### config.mk
export PLATFORM = sky130hd
export DESIGN_NAME = alu_seq_responder
export DESIGN_NICKNAME = d
export VERILOG_FILES = /design/src/rtl/alu_pkg.sv /design/src/rtl/alu_shift_add_mul.sv /design/src/rtl/alu_seq_responder.sv
export SDC_FILE = /design/constraint.sdc
export NUM_CORES = 1
export LEC_CHECK = 0
export BUFFER_PORTS_ARGS = -buffer_cell sky130_fd_sc_hd__buf_2
export CAP_MARGIN = 30
export CORE_MARGIN = 4
export CORE_UTILIZATION = 49
export DETAILED_ROUTE_END_ITERATION = 16
export PLACE_DENSITY_LB_ADDON = 0.15
export SLEW_MARGIN = 25
export SYNTH_ARGS = -nofsm -noshare
export SYNTH_HDL_FRONTEND = slang
export SYNTH_SLANG_ARGS = --single-unit
### constraint.sdc
create_clock -name clk -period 2.75 [get_ports clk]
set_input_delay 0.275 -clock clk [delete_from_list [all_inputs] [get_ports clk]]
set_output_delay 0.275 -clock clk [all_outputs]
set_load 0.005 [all_outputs]
### src/rtl/alu_pkg.sv
// Shared definitions for the ALU request/response responder.
// Holds the default operand and opcode widths, the opcode numbering,
// and the responder FSM state type.
package alu_pkg;

  localparam int unsigned DEFAULT_WIDTH = 4;
  localparam int unsigned DEFAULT_SEL_W = 4;

  localparam int unsigned OP_ADD = 0;
  localparam int unsigned OP_AND = 1;
  localparam int unsigned OP_OR  = 2;
  localparam int unsigned OP_XOR = 3;
  localparam int unsigned OP_SUB = 4;
  localparam int unsigned OP_MUL = 5;

  typedef enum logic [1:0] {
    IDLE,
    MUL,
    RESP
  } state_t;

endpackage

### src/rtl/alu_shift_add_mul.sv
// Iterative unsigned shift-add multiplier, one multiplier bit per cycle,
// LSB first, WIDTH iterations.
// Ports:
//   clk, rst_n : clock, asynchronous active-low reset
//   start      : load a/b and begin (single-cycle pulse)
//   a, b       : multiplicand, multiplier
//   done       : high during the final iteration cycle; product is final then
//   product    : 2*WIDTH-bit result, valid while done is high
module alu_shift_add_mul
  import alu_pkg::*;
#(
  parameter int unsigned WIDTH = DEFAULT_WIDTH
) (
  input  logic                 clk,
  input  logic                 rst_n,
  input  logic                 start,
  input  logic [WIDTH-1:0]     a,
  input  logic [WIDTH-1:0]     b,
  output logic                 done,
  output logic [2*WIDTH-1:0]   product
);

  localparam int unsigned CNT_W = (WIDTH > 1) ? $clog2(WIDTH) : 1;

  logic [2*WIDTH-1:0] mcand;
  logic [2*WIDTH-1:0] acc;
  logic [WIDTH-1:0]   mplier;
  logic [CNT_W-1:0]   cnt;
  logic               busy;

  // product is the accumulator after the current iteration's add, so the
  // caller can register the final value at the last iteration's edge.
  always_comb begin
    done    = busy && (cnt == CNT_W'(WIDTH - 1));
    product = mplier[0] ? acc + mcand : acc;
  end

  always_ff @(posedge clk or negedge rst_n) begin
    if (!rst_n) begin
      mcand  <= '0;
      acc    <= '0;
      mplier <= '0;
      cnt    <= '0;
      busy   <= 1'b0;
    end else if (start) begin
      mcand  <= (2*WIDTH)'(a);
      mplier <= b;
      acc    <= '0;
      cnt    <= '0;
      busy   <= 1'b1;
    end else if (busy) begin
      acc    <= product;
      mcand  <= mcand << 1;
      mplier <= mplier >> 1;
      if (done) begin
        busy <= 1'b0;
      end else begin
        cnt <= cnt + 1'b1;
      end
    end
  end

endmodule

### src/rtl/alu_seq_responder.sv
// Handshaked ALU responder: accepts one (A, B, Sel) request over a
// valid/ready channel, executes it and returns C with Carry/Zero/Err over a
// valid/ready response channel. Single-cycle ops are computed inline; MUL
// runs on the iterative shift-add multiplier.
// Ports:
//   clk, rst_n           : clock, asynchronous active-low reset
//   req_valid, req_ready : request handshake; A, B, Sel sampled on transfer
//   rsp_valid, rsp_ready : response handshake; C and flags held until taken
//   C                    : 2*WIDTH-bit zero-extended result
//   Carry, Zero, Err     : carry/borrow, C==0, illegal opcode
module alu_seq_responder
  import alu_pkg::*;
#(
  parameter int unsigned WIDTH = DEFAULT_WIDTH,
  parameter int unsigned SEL_W = DEFAULT_SEL_W
) (
  input  logic               clk,
  input  logic               rst_n,
  input  logic               req_valid,
  output logic               req_ready,
  input  logic [WIDTH-1:0]   A,
  input  logic [WIDTH-1:0]   B,
  input  logic [SEL_W-1:0]   Sel,
  output logic               rsp_valid,
  input  logic               rsp_ready,
  output logic [2*WIDTH-1:0] C,
  output logic               Carry,
  output logic               Zero,
  output logic               Err
);

  state_t             state;
  logic               accept;
  logic               mul_start;
  logic               mul_done;
  logic [2*WIDTH-1:0] mul_product;
  logic [WIDTH:0]     sum;
  logic [WIDTH:0]     diff;
  logic [2*WIDTH-1:0] res;
  logic               res_carry;
  logic               res_err;

  // Operands are consumed straight from the inputs at the accepting edge:
  // single-cycle results are registered there and the multiplier loads its
  // own operand registers on start, so later input changes have no effect.
  always_comb begin
    accept    = req_valid && req_ready;
    mul_start = accept && (state == IDLE) && (Sel == SEL_W'(OP_MUL));
    sum       = {1'b0, A} + {1'b0, B};
    diff      = {1'b0, A} - {1'b0, B};
    res       = '0;
    res_carry = 1'b0;
    res_err   = 1'b0;
    case (Sel)
      SEL_W'(OP_ADD): begin
        res       = (2*WIDTH)'(sum);
        res_carry = sum[WIDTH];
      end
      SEL_W'(OP_AND): res = (2*WIDTH)'(A & B);
      SEL_W'(OP_OR):  res = (2*WIDTH)'(A | B);
      SEL_W'(OP_XOR): res = (2*WIDTH)'(A ^ B);
      SEL_W'(OP_SUB): begin
        res       = (2*WIDTH)'(diff[WIDTH-1:0]);
        res_carry = diff[WIDTH];  // borrow: set exactly when A < B
      end
      SEL_W'(OP_MUL): res = '0;   // produced by the multiplier
      default:        res_err = 1'b1;
    endcase
  end

  alu_shift_add_mul #(
    .WIDTH(WIDTH)
  ) u_mul (
    .clk    (clk),
    .rst_n  (rst_n),
    .start  (mul_start),
    .a      (A),
    .b      (B),
    .done   (mul_done),
    .product(mul_product)
  );

  always_ff @(posedge clk or negedge rst_n) begin
    if (!rst_n) begin
      state     <= IDLE;
      req_ready <= 1'b0;
      rsp_valid <= 1'b0;
      C         <= '0;
      Carry     <= 1'b0;
      Zero      <= 1'b0;
      Err       <= 1'b0;
    end else begin
      case (state)
        IDLE: begin
          if (accept) begin
            req_ready <= 1'b0;
            if (Sel == SEL_W'(OP_MUL)) begin
              state <= MUL;
            end else begin
              state     <= RESP;
              rsp_valid <= 1'b1;
              C         <= res;
              Carry     <= res_carry;
              Zero      <= (res == '0);
              Err       <= res_err;
            end
          end else begin
            // Raises req_ready on the first edge after reset release.
            req_ready <= 1'b1;
          end
        end
        MUL: begin
          if (mul_done) begin
            state     <= RESP;
            rsp_valid <= 1'b1;
            C         <= mul_product;
            Carry     <= 1'b0;
            Zero      <= (mul_product == '0);
            Err       <= 1'b0;
          end
        end
        RESP: begin
          if (rsp_ready) begin
            state     <= IDLE;
            rsp_valid <= 1'b0;
            req_ready <= 1'b1;
          end
        end
        default: state <= IDLE;
      endcase
    end
  end

endmodule
==> run summary, run 1 <==
# fillers = 478
CTS tree = yes
Clk buf depth = 2
Pint = 1.773 mW
# clock sinks = 38
Status = completed
Met1 GRT Util = 25.55%
Setup Skew = 0.008507 ns
TNS Setup = 0 ns
Top-area cell type share of the netlist area = 36.89%
Post-CTS Setup Inserts = 0
Grt met3 use = 3.363%
CP max FO = 3
Flops & latches, synth = 38
Layout net count = 343
Core Rows = 26
Slack of the critical path = 0.4652 ns
Largest net degree at the start of global routing = 39
Net switching power = 1.143 mW
CTS H-tree depth = 2
Fraction of layout cells with a size suffix above 1 = 14.75%
Total core area = 5107 um2
Global-route wire length before repair = 9370 um
Setup Crit Path Kind = reg2reg
Synthesized area per cell = 9.172 um2
Port bufs = 28
IO Pins = 29
# diodes = 0
Switching Fraction = 39.20%
Initial antenna violation count = 0
Clock power share = 19.5%
Post-route ant nets = 0
Peak per-stage delay on the critical path = 0.44 ns
GP Congestion = 0.8052
CP cell instances = ha_1 > fa_1 > a211oi_1 > nor2_1 > o21ai_0 > mux2i_1 > nor2_1 > a211oi_1
Iteration-0 DRC count of the detailed router = 87
Ys Warns = 0
Vias = 2038
Leading cell type by number of instances after synthesis = dfrtp_1
Endpoint class of the critical path = register
Grt total ovfl = 0
Synth cell count leaders = dfrtp_1 (38), nand2_1 (28), nor2_1 (25), ha_1 (20), mux2i_1 (20)
Hold Path Class = in2async
Synth top area cells = dfrtp_1 (37%), ha_1 (9.7%), mux2i_1 (7.8%), nand2_1 (4.1%), o21ai_0 (3.7%)
Die Y = 80.53 um
Max Slew Vio Count = 0
Met2 Resource Use GR = 29.14%
Post-CTS sizing = 0
Total track usage = 18.14%
Number of remaining DRC errors = 0
Die area = 6484 um2
Combinational power share = 45.2%
Sequential element share of the synthesized area = 36.89%
Relative slew slack = 43.17%
Total power = 2.916 mW
RSZ-0062 raised after global routing = false
Hold_buf cts = 0
Asr flop ratio synth = 100.0%
Syn Std Cell Area = 2577 um2
Final worst path period need = 2.285 ns
Crit path DAT = 2.47 ns
Synth Flop Type = dfrtp_1
Reg clk slew, reported paths = 0.08 ns
Startpoint Class = register
Later-pin clock latency in the skew report = 0.29 ns
Final HPWL DP = 3986 um
Final Setup Violations = 0
Busiest grt layer = met2
Sequential power share = 35.2%
Average routed wire per standard cell = 14.24 um
Worst vdd ir = 0.0005333 V
Vias per cell = 5.435
F_max = 437.7 MHz
Die W = 80.53 um
CTS Root Buffer Type = clkbuf_8
Period Utilization, post-route = 83.09%
Routed wire length = 5340 um
Iteration count of the initial detailed-routing pass = 4
Vias in the first global route = 2013
Initial core utilization = 50.47%
Worst slew pin tran = 0.8524 ns
Final Hold Vio Count = 0
Max_cap viols = 0
DP Worst Slack = 0.4060 ns
CTS buffer count = 5
Yosys top cell by area = dfrtp_1
Slowest-stage cell, CP = fa_1
Mapped Nets = 320
Post-synth EDFFs = 0
WP data required = 2.94 ns
LEAKAGE = 1.332 nW
Cell area power density = 1005 nW/um2
Post-synth cell types = 48
Gate Count Post-Synth = 281
Synthesis-to-finish area growth = 12.52%
power by group through the flow:
stage	Sequential (mW)	Clock, mW	Combinational [mW]
floorplan	0.946	0	1.07
global placement	1.03	0	1.31
detailed placement	1.04	0	1.33
CTS	1.03	0.586	1.33
global route	1.07	0.603	1.52
finish	1.03	0.569	1.32
final timing paths:
path,from,endpoint,slack [ns],depth (start not counted)
worst max-delay path,u_mul.acc[0]$_DFFE_PN0P_,u_mul.acc[6]$_DFFE_PN0P_,0.47,8
worst min-delay path,rst_n,u_mul.mcand[4]$_DFFE_PN0P_,0.1,1
worst max register to register,u_mul.acc[0]$_DFFE_PN0P_,u_mul.acc[6]$_DFFE_PN0P_,0.47,8
worst min register to register,Err$_DFFE_PN0P_,Err$_DFFE_PN0P_,0.47,2
max in group asynchronous,rst_n,u_mul.cnt[1]$_DFFE_PN0P_,2.12,1
min in group clk,A[0],u_mul.mcand[0]$_DFFE_PN0P_,0.23,3
logic make-up (layout without fill, tap and decap cells):
logic type | Yosys count | count (layout) | share of synthesized area, %
AND/OR/NAND/NOR | 87 | 87 | 16.94
AO/OA/AOI/OAI | 74 | 74 | 18.01
flip-flops | 38 | 38 | 36.89
buffers and inverters | 29 | 53 | 4.660
adder cells (fa/ha/maj) | 23 | 23 | 12.04
multiplexers | 23 | 23 | 9.077
XOR/XNOR | 7 | 7 | 2.379
worst max-delay path, delay by kind of cell, from the launching register on:
kind / cells / cell delay [ns]
and+or+nand+nor: 2 / 0.18
DFF: 1 / 0.40
adders and majority gates: 2 / 0.68
AOI/OAI and AO/OA: 3 / 0.72
muxes: 1 / 0.21
cells in the final DEF, fill, tap and decap left out, drive strengths merged, types with 2 or more instances in the layout:
| cell type | instances |
|---|---|
| a21o | 4 |
| a21oi | 13 |
| and2 | 2 |
| nor2 | 25 |
| inv | 14 |
| dfrtp | 38 |
| or2 | 2 |
| ha | 20 |
| mux2i | 20 |
| nor3b | 4 |
| a41o | 2 |
| nand2b | 7 |
| o31ai | 6 |
| or3 | 2 |
| a21boi | 3 |
| nand3b | 2 |
| clkbuf | 5 |
| fa | 3 |
| nand2 | 28 |
| nand3 | 4 |
| bufinv | 2 |
| buf | 31 |
| mux2 | 3 |
| nor2b | 2 |
| o21ai | 26 |
| o22ai | 4 |
| a211oi | 10 |
| nor3 | 3 |
| xnor2 | 4 |
| xor2 | 3 |
stage by stage:
step	std cells	utilization, %	area, um2	hold slack (ns)
floorplan	281	-	2577	-0.02059
global placement	367	54.09	2763	0.4332
detailed placement	367	54.09	2763	0.4349
finish	375	56.79	2900	0.09665
global route	375	56.79	2900	0.1635
CTS	375	56.79	2900	0.1281
layout make-up:
class	instances	area, um2	share of cell area (%)
Multi-Input combinational cell	214	1509	52.03
Clock inverter	3	68.82	2.373
Tap cell	70	87.58	3.020
Sequential cell	38	950.9	32.79
Clock buffer	5	68.82	2.373
Inverter	14	52.55	1.812
Timing Repair Buffer	31	162.7	5.608
routing by layer:
metal / wire length (um) / up-vias
met5: 0 / -
met4: 40 / 0
met3: 187 / 4
met2: 2523 / 32
met1: 2587 / 962
li1: - / 1040
sequential cells by signal (all words and copies together) (netlist names):
name,count
C,8
Carry,1
Err,1
Zero,1
req_ready,1
rsp_valid,1
state,2
u_mul.acc,8
u_mul.busy,1
u_mul.cnt,2
u_mul.mcand,8
u_mul.mplier,4
Note: power is estimated with default switching activity, not from simulation.
==> run 2, diff against run 1 <==
--- a/config.mk
+++ b/config.mk
@@ -5,6 +5,7 @@
 export SDC_FILE = /design/constraint.sdc
 export NUM_CORES = 1
 export LEC_CHECK = 0
+export ABC_AREA = 1
 export BUFFER_PORTS_ARGS = -buffer_cell sky130_fd_sc_hd__buf_2
 export CAP_MARGIN = 30
 export CORE_MARGIN = 4
==> constraint.sdc (replaced) <==
create_clock -name clk -period 1.9 [get_ports clk]
set_input_delay 0.19 -clock clk [delete_from_list [all_inputs] [get_ports clk]]
set_output_delay 0.19 -clock clk [all_outputs]
set_load 0.005 [all_outputs]
==> run 2 against run 1 <==
  * Worst setup slack worse by 0.44 ns
  * Fmax increased by 22%
  * Synthesized cell count rose by 26%
  * Synthesized area grew 5.7%
  * Register-to-register slack got worse by 0.44 ns
  * Highest routed layer unchanged
==> run summary, run 2 <==
Status = completed (unchanged)
Pint = 2.111 mW (was 1.773 mW)
Grt total ovfl = 0 (unchanged)
Worst hold path startpoint = A[2]
Port bufs = 28 (unchanged)
Die W = 82.56 um (was 80.53 um)
Post-synth cell types = 30 (was 48)
Largest net degree at the start of global routing = 19 (was 39)
GP Congestion = 0.9381 (was 0.8052)
Setup Skew = 0.004486 ns (was 0.008507 ns)
Leading cell type by number of instances after synthesis = nand2_1 (was dfrtp_1)
Sequential power share = 35.8% (was 35.2%)
Average routed wire per standard cell = 13.64 um (was 14.24 um)
Worst slew pin tran = 0.4283 ns (was 0.8524 ns)
Net switching power = 1.399 mW (was 1.143 mW)
Total core area = 5238 um2 (was 5107 um2)
CP max FO = 2 (was 3)
Later-pin clock latency in the skew report = 0.29 ns (about the same)
Period Utilization, post-route = 98.89% (was 83.09%)
Hold Path Class = in2reg (was in2async)
Initial core utilization = 52.01% (was 50.47%)
Routed wire length = 6356 um (was 5340 um)
Reg clk slew, reported paths = 0.07 ns (was 0.08 ns)
Post-route ant nets = 0 (unchanged)
Commonest non-fill, non-tap cells in the layout = nand2_1 (86), inv_1 (56), nand3_1 (41) (was dfrtp_1 (38), nand2_1 (28), buf_2 (28))
Most common cell after layout, fill and taps aside = nand2_1 (was dfrtp_1)
Fraction of layout cells with a size suffix above 1 = 21.46% (was 14.75%)
# clock sinks = 38 (unchanged)
Clock power share = 20.0% (was 19.5%)
Combinational power share = 44.3% (was 45.2%)
Yosys top cell by area = dfrtp_1 (unchanged)
F_max = 532.2 MHz (was 437.7 MHz)
Mapped Nets = 392 (was 320)
Worst hold endpoint = u_mul.mcand[2]$_DFFE_PN0P_
Iteration-0 DRC count of the detailed router = 117 (was 87)
Core Rows = 26 (unchanged)
Clk buf depth = 2 (unchanged)
Startpoint Class = register (unchanged)
Max_cap viols = 0 (unchanged)
Syn Std Cell Area = 2724 um2 (was 2577 um2)
TNS Setup = 0 ns (unchanged)
Top-area cell type share of the netlist area = 34.91% (was 36.89%)
CTS H-tree depth = 2 (unchanged)
Vias = 2411 (was 2038)
Final worst path period need = 1.879 ns (was 2.285 ns)
Vias in the first global route = 2246 (was 2013)
Worst Reg-to-Reg Cells = 11 (was 8)
Synth Flop Type = dfrtp_1 (unchanged)
Sequential element share of the synthesized area = 34.91% (was 36.89%)
Switching Fraction = 39.86% (was 39.20%)
Post-synth EDFFs = 0 (unchanged)
Number of remaining DRC errors = 0 (unchanged)
Flops & latches, synth = 38 (unchanged)
Hold Crit Depth = 3
Crit path DAT = 2.10 ns (was 2.47 ns)
Iteration count of the initial detailed-routing pass = 5 (was 4)
CTS buffer count = 5 (unchanged)
Final Setup Violations = 0 (unchanged)
Synth top area cells = dfrtp_1 (35%), nand2_1 (12%), ha_1 (9.2%), inv_1 (7.7%), nand3_1 (7.5%) (was dfrtp_1 (37%), ha_1 (9.7%), mux2i_1 (7.8%), nand2_1 (4.1%), o21ai_0 (3.7%))
Final HPWL DP = 4965 um (was 3986 um)
Initial antenna violation count = 0 (unchanged)
RSZ-0062 raised after global routing = true (was false)
Max Slew Vio Count = 0 (unchanged)
Endpoint class of the critical path = register (unchanged)
Ys Warns = 0 (unchanged)
IO Pins = 29 (unchanged)
Synthesized area per cell = 7.716 um2 (was 9.172 um2)
Reg2Reg Capture Point = Zero$_DFFE_PN0P_ (was u_mul.acc[6]$_DFFE_PN0P_)
Top Registers = C (8), u_mul.acc (8), u_mul.mcand (8) (unchanged)
Critical Path Source = u_mul.mcand[0]$_DFFE_PN0P_ (was u_mul.acc[0]$_DFFE_PN0P_)
Internal reg-to-reg setup slack = 0.02 ns (was 0.47 ns)
WP data required = 2.12 ns (was 2.94 ns)
Die area = 6816 um2 (was 6484 um2)
Post-Layout Cell Count = 466 (was 375)
Total track usage = 20.12% (was 18.14%)
Setup Crit Path Kind = reg2reg (unchanged)
Layout net count = 435 (was 343)
Relative slew slack = 71.45% (was 43.17%)
Gate Count Post-Synth = 353 (was 281)
CTS tree = yes (unchanged)
CTS Root Buffer Type = clkbuf_8 (unchanged)
Cell area power density = 1120 nW/um2 (was 1005 nW/um2)
Global-route wire length before repair = 10380 um (was 9370 um)
Vias per cell = 5.174 (was 5.435)
# diodes = 0 (unchanged)
Post-Place Cells = 456 (was 367)
LEAKAGE = 1.659 nW (was 1.332 nW)
Synthesis-to-finish area growth = 15.11% (was 12.52%)
Die Y = 82.56 um (was 80.53 um)
Worst R2R Start = u_mul.mcand[0]$_DFFE_PN0P_ (was u_mul.acc[0]$_DFFE_PN0P_)
Asr flop ratio synth = 100.0% (unchanged)
Worst vdd ir = 0.0006228 V (was 0.0005333 V)
Synth cell count leaders = nand2_1 (87), inv_1 (56), nand3_1 (41), dfrtp_1 (38), nor2_1 (22) (was dfrtp_1 (38), nand2_1 (28), nor2_1 (25), ha_1 (20), mux2i_1 (20))
Final Hold Vio Count = 0 (unchanged)
run 2: cell types whose count changed in the layout (fill, tap and decap cells not counted), sizes merged, moves of 10 or more:
cell	previous run	this run
buf	31	41
nand3	4	41
inv	14	61
a211oi	10	0
mux2i	20	0
nand2	28	95
run 2: metal layers:
| metal | wire, um | up-vias | part of all wire, % | global-route usage (%) |
|---|---|---|---|---|
| met4 | 71 | 0 | 1.1 | 5.556 |
| met1 | 2928 | 1110 | 46 | 26.81 |
| li1 | - | 1233 | - | - |
| met5 | 0 | - | 0 | 0 |
| met2 | 3105 | 61 | 49 | 34.05 |
| met3 | 251 | 7 | 3.9 | 2.928 |
run 2: cell families (layout without fill, tap and decap cells):
logic type,Yosys count,after routing,share of synthesized area (%)
and+or+nand+nor,175,175,29.58
buffers and inverters,67,110,10.98
DFF,38,38,34.91
xor gates and xnor gates,1,1,0.3216
AOI/OAI and AO/OA,49,49,12.82
adders and majority gates,23,23,11.39
run 2: power by group through the flow:
stage | Clock [mW] | Combinational, mW | Sequential [mW]
after floorplan | 0 | 1.11 | 1.22
final | 0.700 | 1.55 | 1.26
after global placement | 0 | 1.49 | 1.25
after detailed placement | 0 | 1.50 | 1.26
after CTS | 0.709 | 1.53 | 1.25
after global routing | 0.748 | 1.74 | 1.29
run 2: how the worst max path moves through the flow:
stage                            end  slack, ns  cells after the start
global placement    Zero$_DFFE_PN0P_       0.04                     11
finish              Zero$_DFFE_PN0P_       0.02                     11
CTS                 Zero$_DFFE_PN0P_      -0.02                     11
global route        Zero$_DFFE_PN0P_      -0.08                     11
detailed placement  Zero$_DFFE_PN0P_      -0.02                     11
floorplan           Zero$_DFFE_PN0P_       0.14                     11
run 2: metrics by stage:
step	setup WS, ns	total power [mW]	instance area (um2)	util (%)	hold slack [ns]
2_1_floorplan	0.1383	2.324	2724	-	-0.1056
3_3_place_gp	0.04260	2.741	2964	56.59	0.1514
3_5_place_dp	-0.01580	2.765	2964	56.59	0.1502
4_1_cts	-0.02022	3.484	3100	59.20	0.1920
5_1_grt	-0.07848	3.786	3136	59.87	0.2138
6_report	0.02109	3.511	3136	59.87	0.1926
run 2: repair_timing:
action | in CTS | in global routing
cloned | 0 | 0
setup buffers | 1 | 1
resized for setup | 2 | 7
hold buffers | 1 | 0
endpoints found under the setup margin | 1 | 5
hold endpoints to repair | 16 | 0
pin swaps | 1 | 5
run 2: layout make-up:
cell class | instances | area (um2)
inverter | 61 | 229.0
multi-input combinational | 248 | 1508
clock inverter | 1 | 30.03
clock buffer | 6 | 82.58
sequential | 38 | 950.9
timing repair buffer | 42 | 247.7
fill | 492 | 2102
tap | 70 | 87.58
run 2: critical path: stages (launching register included):
cell	delay, ns
dfrtp_1	0.41
ha_4	0.18
fa_2	0.41
nand2_2	0.07
o21ai_2	0.07
nor2_2	0.11
nand2_1	0.06
nor2_1	0.08
nand3_1	0.09
nor2_2	0.11
nand3_1	0.09
a21oi_2	0.12
==> run 3, diff against run 2 <==
--- a/config.mk
+++ b/config.mk
@@ -9,7 +9,7 @@
 export BUFFER_PORTS_ARGS = -buffer_cell sky130_fd_sc_hd__buf_2
 export CAP_MARGIN = 30
 export CORE_MARGIN = 4
-export CORE_UTILIZATION = 49
+export CORE_UTILIZATION = 35
 export DETAILED_ROUTE_END_ITERATION = 16
 export PLACE_DENSITY_LB_ADDON = 0.15
 export SLEW_MARGIN = 25
==> run 3 against run 2 <==
  * Non-clock buffer count down 1
  * Cell count up 6.2%
  * Global-route usage down 4.2 points
  * Critical path depth unchanged
  * Worst setup slack better by 0.046 ns
  * Sequential cell count unchanged
  * Power up 5.8%
  * Core utilization down 17 points
  * Critical endpoint unchanged
==> run summary, run 3 (same netlist as run 2, synthesis figures left out) <==
F_max = 545.6 MHz (was 532.2 MHz)
Vias per cell = 4.887 (was 5.174)
IO Pins = 29 (unchanged)
Iteration count of the initial detailed-routing pass = 4 (was 5)
Max Slew Vio Count = 0 (unchanged)
Worst slew pin tran = 0.4960 ns (was 0.4283 ns)
Final Setup Violations = 0 (unchanged)
# fillers = 799 (was 492)
# clock sinks = 38 (unchanged)
Max Used Layer = met4 (unchanged)
Total core area = 7408 um2 (was 5238 um2)
LEAKAGE = 1.661 nW (was 1.659 nW)
Setup Skew = 0.005794 ns (was 0.004486 ns)
CTS H-tree depth = 2 (unchanged)
Vias in the first global route = 2385 (was 2246)
Fraction of layout cells with a size suffix above 1 = 22.22% (was 21.46%)
Top Registers = C (8), u_mul.acc (8), u_mul.mcand (8) (unchanged)
Multi-input logic area = 1519 um2 (was 1508 um2)
Peak per-stage delay on the critical path = 0.42 ns (was 0.41 ns)
WP data required = 2.12 ns (about the same)
Total track usage = 15.90% (was 20.12%)
Global-route wire length before repair = 11420 um (was 10380 um)
RSZ-0062 raised after global routing = true (unchanged)
Clk buf depth = 2 (unchanged)
Setup Crit Path Kind = reg2reg (unchanged)
Later-pin clock latency in the skew report = 0.29 ns (about the same)
Worst vdd ir = 0.0003825 V (was 0.0006228 V)
Die W = 96.22 um (was 82.56 um)
Final HPWL DP = 5176 um (was 4965 um)
Max_cap viols = 0 (unchanged)
Die area = 9258 um2 (was 6816 um2)
Initial antenna violation count = 0 (unchanged)
Commonest non-fill, non-tap cells in the layout = nand2_1 (85), inv_1 (56), nand3_1 (39) (was nand2_1 (86), inv_1 (56), nand3_1 (41))
Endpoint class of the critical path = register (unchanged)
Hold Path Class = in2reg (unchanged)
Routed metal-1 wirelength = 3235 um (was 2928 um)
Vias = 2419 (was 2411)
CTS buffer count = 5 (unchanged)
Status = completed (unchanged)
CP cell instances = ha_2 > fa_2 > nand2_2 > o21ai_2 > nor2_2 > nand2_1 > nor2_1 > nand3_1 > nor2_1 > nand3_1 > a21oi_1 (was ha_4 > fa_2 > nand2_2 > o21ai_2 > nor2_2 > nand2_1 > nor2_1 > nand3_1 > nor2_2 > nand3_1 > a21oi_2)
Crit path DAT = 2.05 ns (was 2.10 ns)
Iteration-0 DRC count of the detailed router = 66 (was 117)
CP max FO = 2 (unchanged)
Cell area power density = 1160 nW/um2 (was 1120 nW/um2)
Average routed wire per standard cell = 13.57 um (was 13.64 um)
Final instance area = 3201 um2 (was 3136 um2)
Relative slew slack = 66.93% (was 71.45%)
Slowest-stage cell, CP = fa_2 (was dfrtp_1)
Core Rows = 31 (was 26)
Port bufs = 28 (unchanged)
Final Hold Vio Count = 0 (unchanged)
Hold Slack = 0.1839 ns (was 0.1926 ns)
DR WL met3 = 257 um (was 251 um)
Initial core utilization = 36.77% (was 52.01%)
Period Utilization, post-route = 96.46% (was 98.89%)
Die Y = 96.22 um (was 82.56 um)
CTS Root Buffer Type = clkbuf_8 (unchanged)
GP Congestion = 0.7901 (was 0.9381)
Startpoint Class = register (unchanged)
Layout net count = 434 (was 435)
CTS tree = yes (unchanged)
Number of remaining DRC errors = 0 (unchanged)
Routed wl met2 = 3179 um (was 3105 um)
Area after DPL = 3008 um2 (was 2964 um2)
# diodes = 0 (unchanged)
Largest net degree at the start of global routing = 39 (was 19)
Reg clk slew, reported paths = 0.08 ns (was 0.07 ns)
Post-route ant nets = 0 (unchanged)
Grt total ovfl = 0 (unchanged)
Routed wire length = 6716 um (was 6356 um)
Final worst path period need = 1.833 ns (was 1.879 ns)
Most common cell after layout, fill and taps aside = nand2_1 (unchanged)
Synthesis-to-finish area growth = 17.50% (was 15.11%)
Register area = 950.9 um2 (unchanged)
Post-CTS Setup Inserts = 0 (was 1)
[run 3: layout make-up]
type	count	area share, %
clock buffer	5	2.150
clock inverter	3	2.150
inverter	61	7.154
multi-input combinational	248	47.46
sequential	38	29.71
tap	99	3.870
timing repair buffer	41	7.506
[run 3: timing repair]
item | 4_1_cts | 5_1_grt
hold endpoints to repair | 38 | 0
setup endpoints to repair | 1 | 5
pin swaps | 0 | 1
resized for setup | 1 | 11
hold buffers | 1 | 0
[run 3: through the flow]
step / power [mW] / TNS [ns] / worst slack (ns) / util [%] / std cells
2_1_floorplan: 2.324 / 0 / 0.1383 / - / 353
3_3_place_gp: 2.807 / 0 / 0.06729 / 40.60 / 486
3_5_place_dp: 2.825 / 0 / 0.01249 / 40.60 / 486
4_1_cts: 3.701 / 0 / 0.007306 / 42.63 / 495
5_1_grt: 4.036 / -0.07817 / -0.07817 / 43.20 / 495
6_report: 3.714 / 0 / 0.06724 / 43.20 / 495
[run 3: final timing paths]
path / from / end / slack [ns] / cells past startpoint
worst max-delay path: u_mul.acc[0]$_DFFE_PN0P_ / Zero$_DFFE_PN0P_ / 0.07 / 11
worst min-delay path: B[0] / u_mul.mplier[0]$_DFFE_PN0P_ / 0.18 / 3
worst max register to register: u_mul.acc[0]$_DFFE_PN0P_ / Zero$_DFFE_PN0P_ / 0.07 / 11
worst min register to register: rsp_valid$_DFFE_PN0P_ / rsp_valid$_DFFE_PN0P_ / 0.47 / 2
max in group asynchronous: rst_n / u_mul.cnt[1]$_DFFE_PN0P_ / 1.08 / 3
min in group asynchronous: rst_n / u_mul.acc[3]$_DFFE_PN0P_ / 0.47 / 3
[run 3: worst max-delay path: cells and delay by family (launching register included)]
family | cells | cell delay [ns]
compound gates | 2 | 0.18
fa+ha+maj | 2 | 0.62
flops | 1 | 0.39
simple gates | 7 | 0.58
[run 3: power breakdown]
part           switching, mW  internal, mW
Sequential             0.182          1.07
Clock                  0.323         0.527
Combinational          0.947         0.669
Total                   1.45          2.26
[run 3: metal layers]
metal  up-vias  global-route usage [%]
li1       1228                       -
met1      1142                   22.21
met2        47                   25.88
met3         2                   2.346
met4         0                   3.555
met5         -                       0
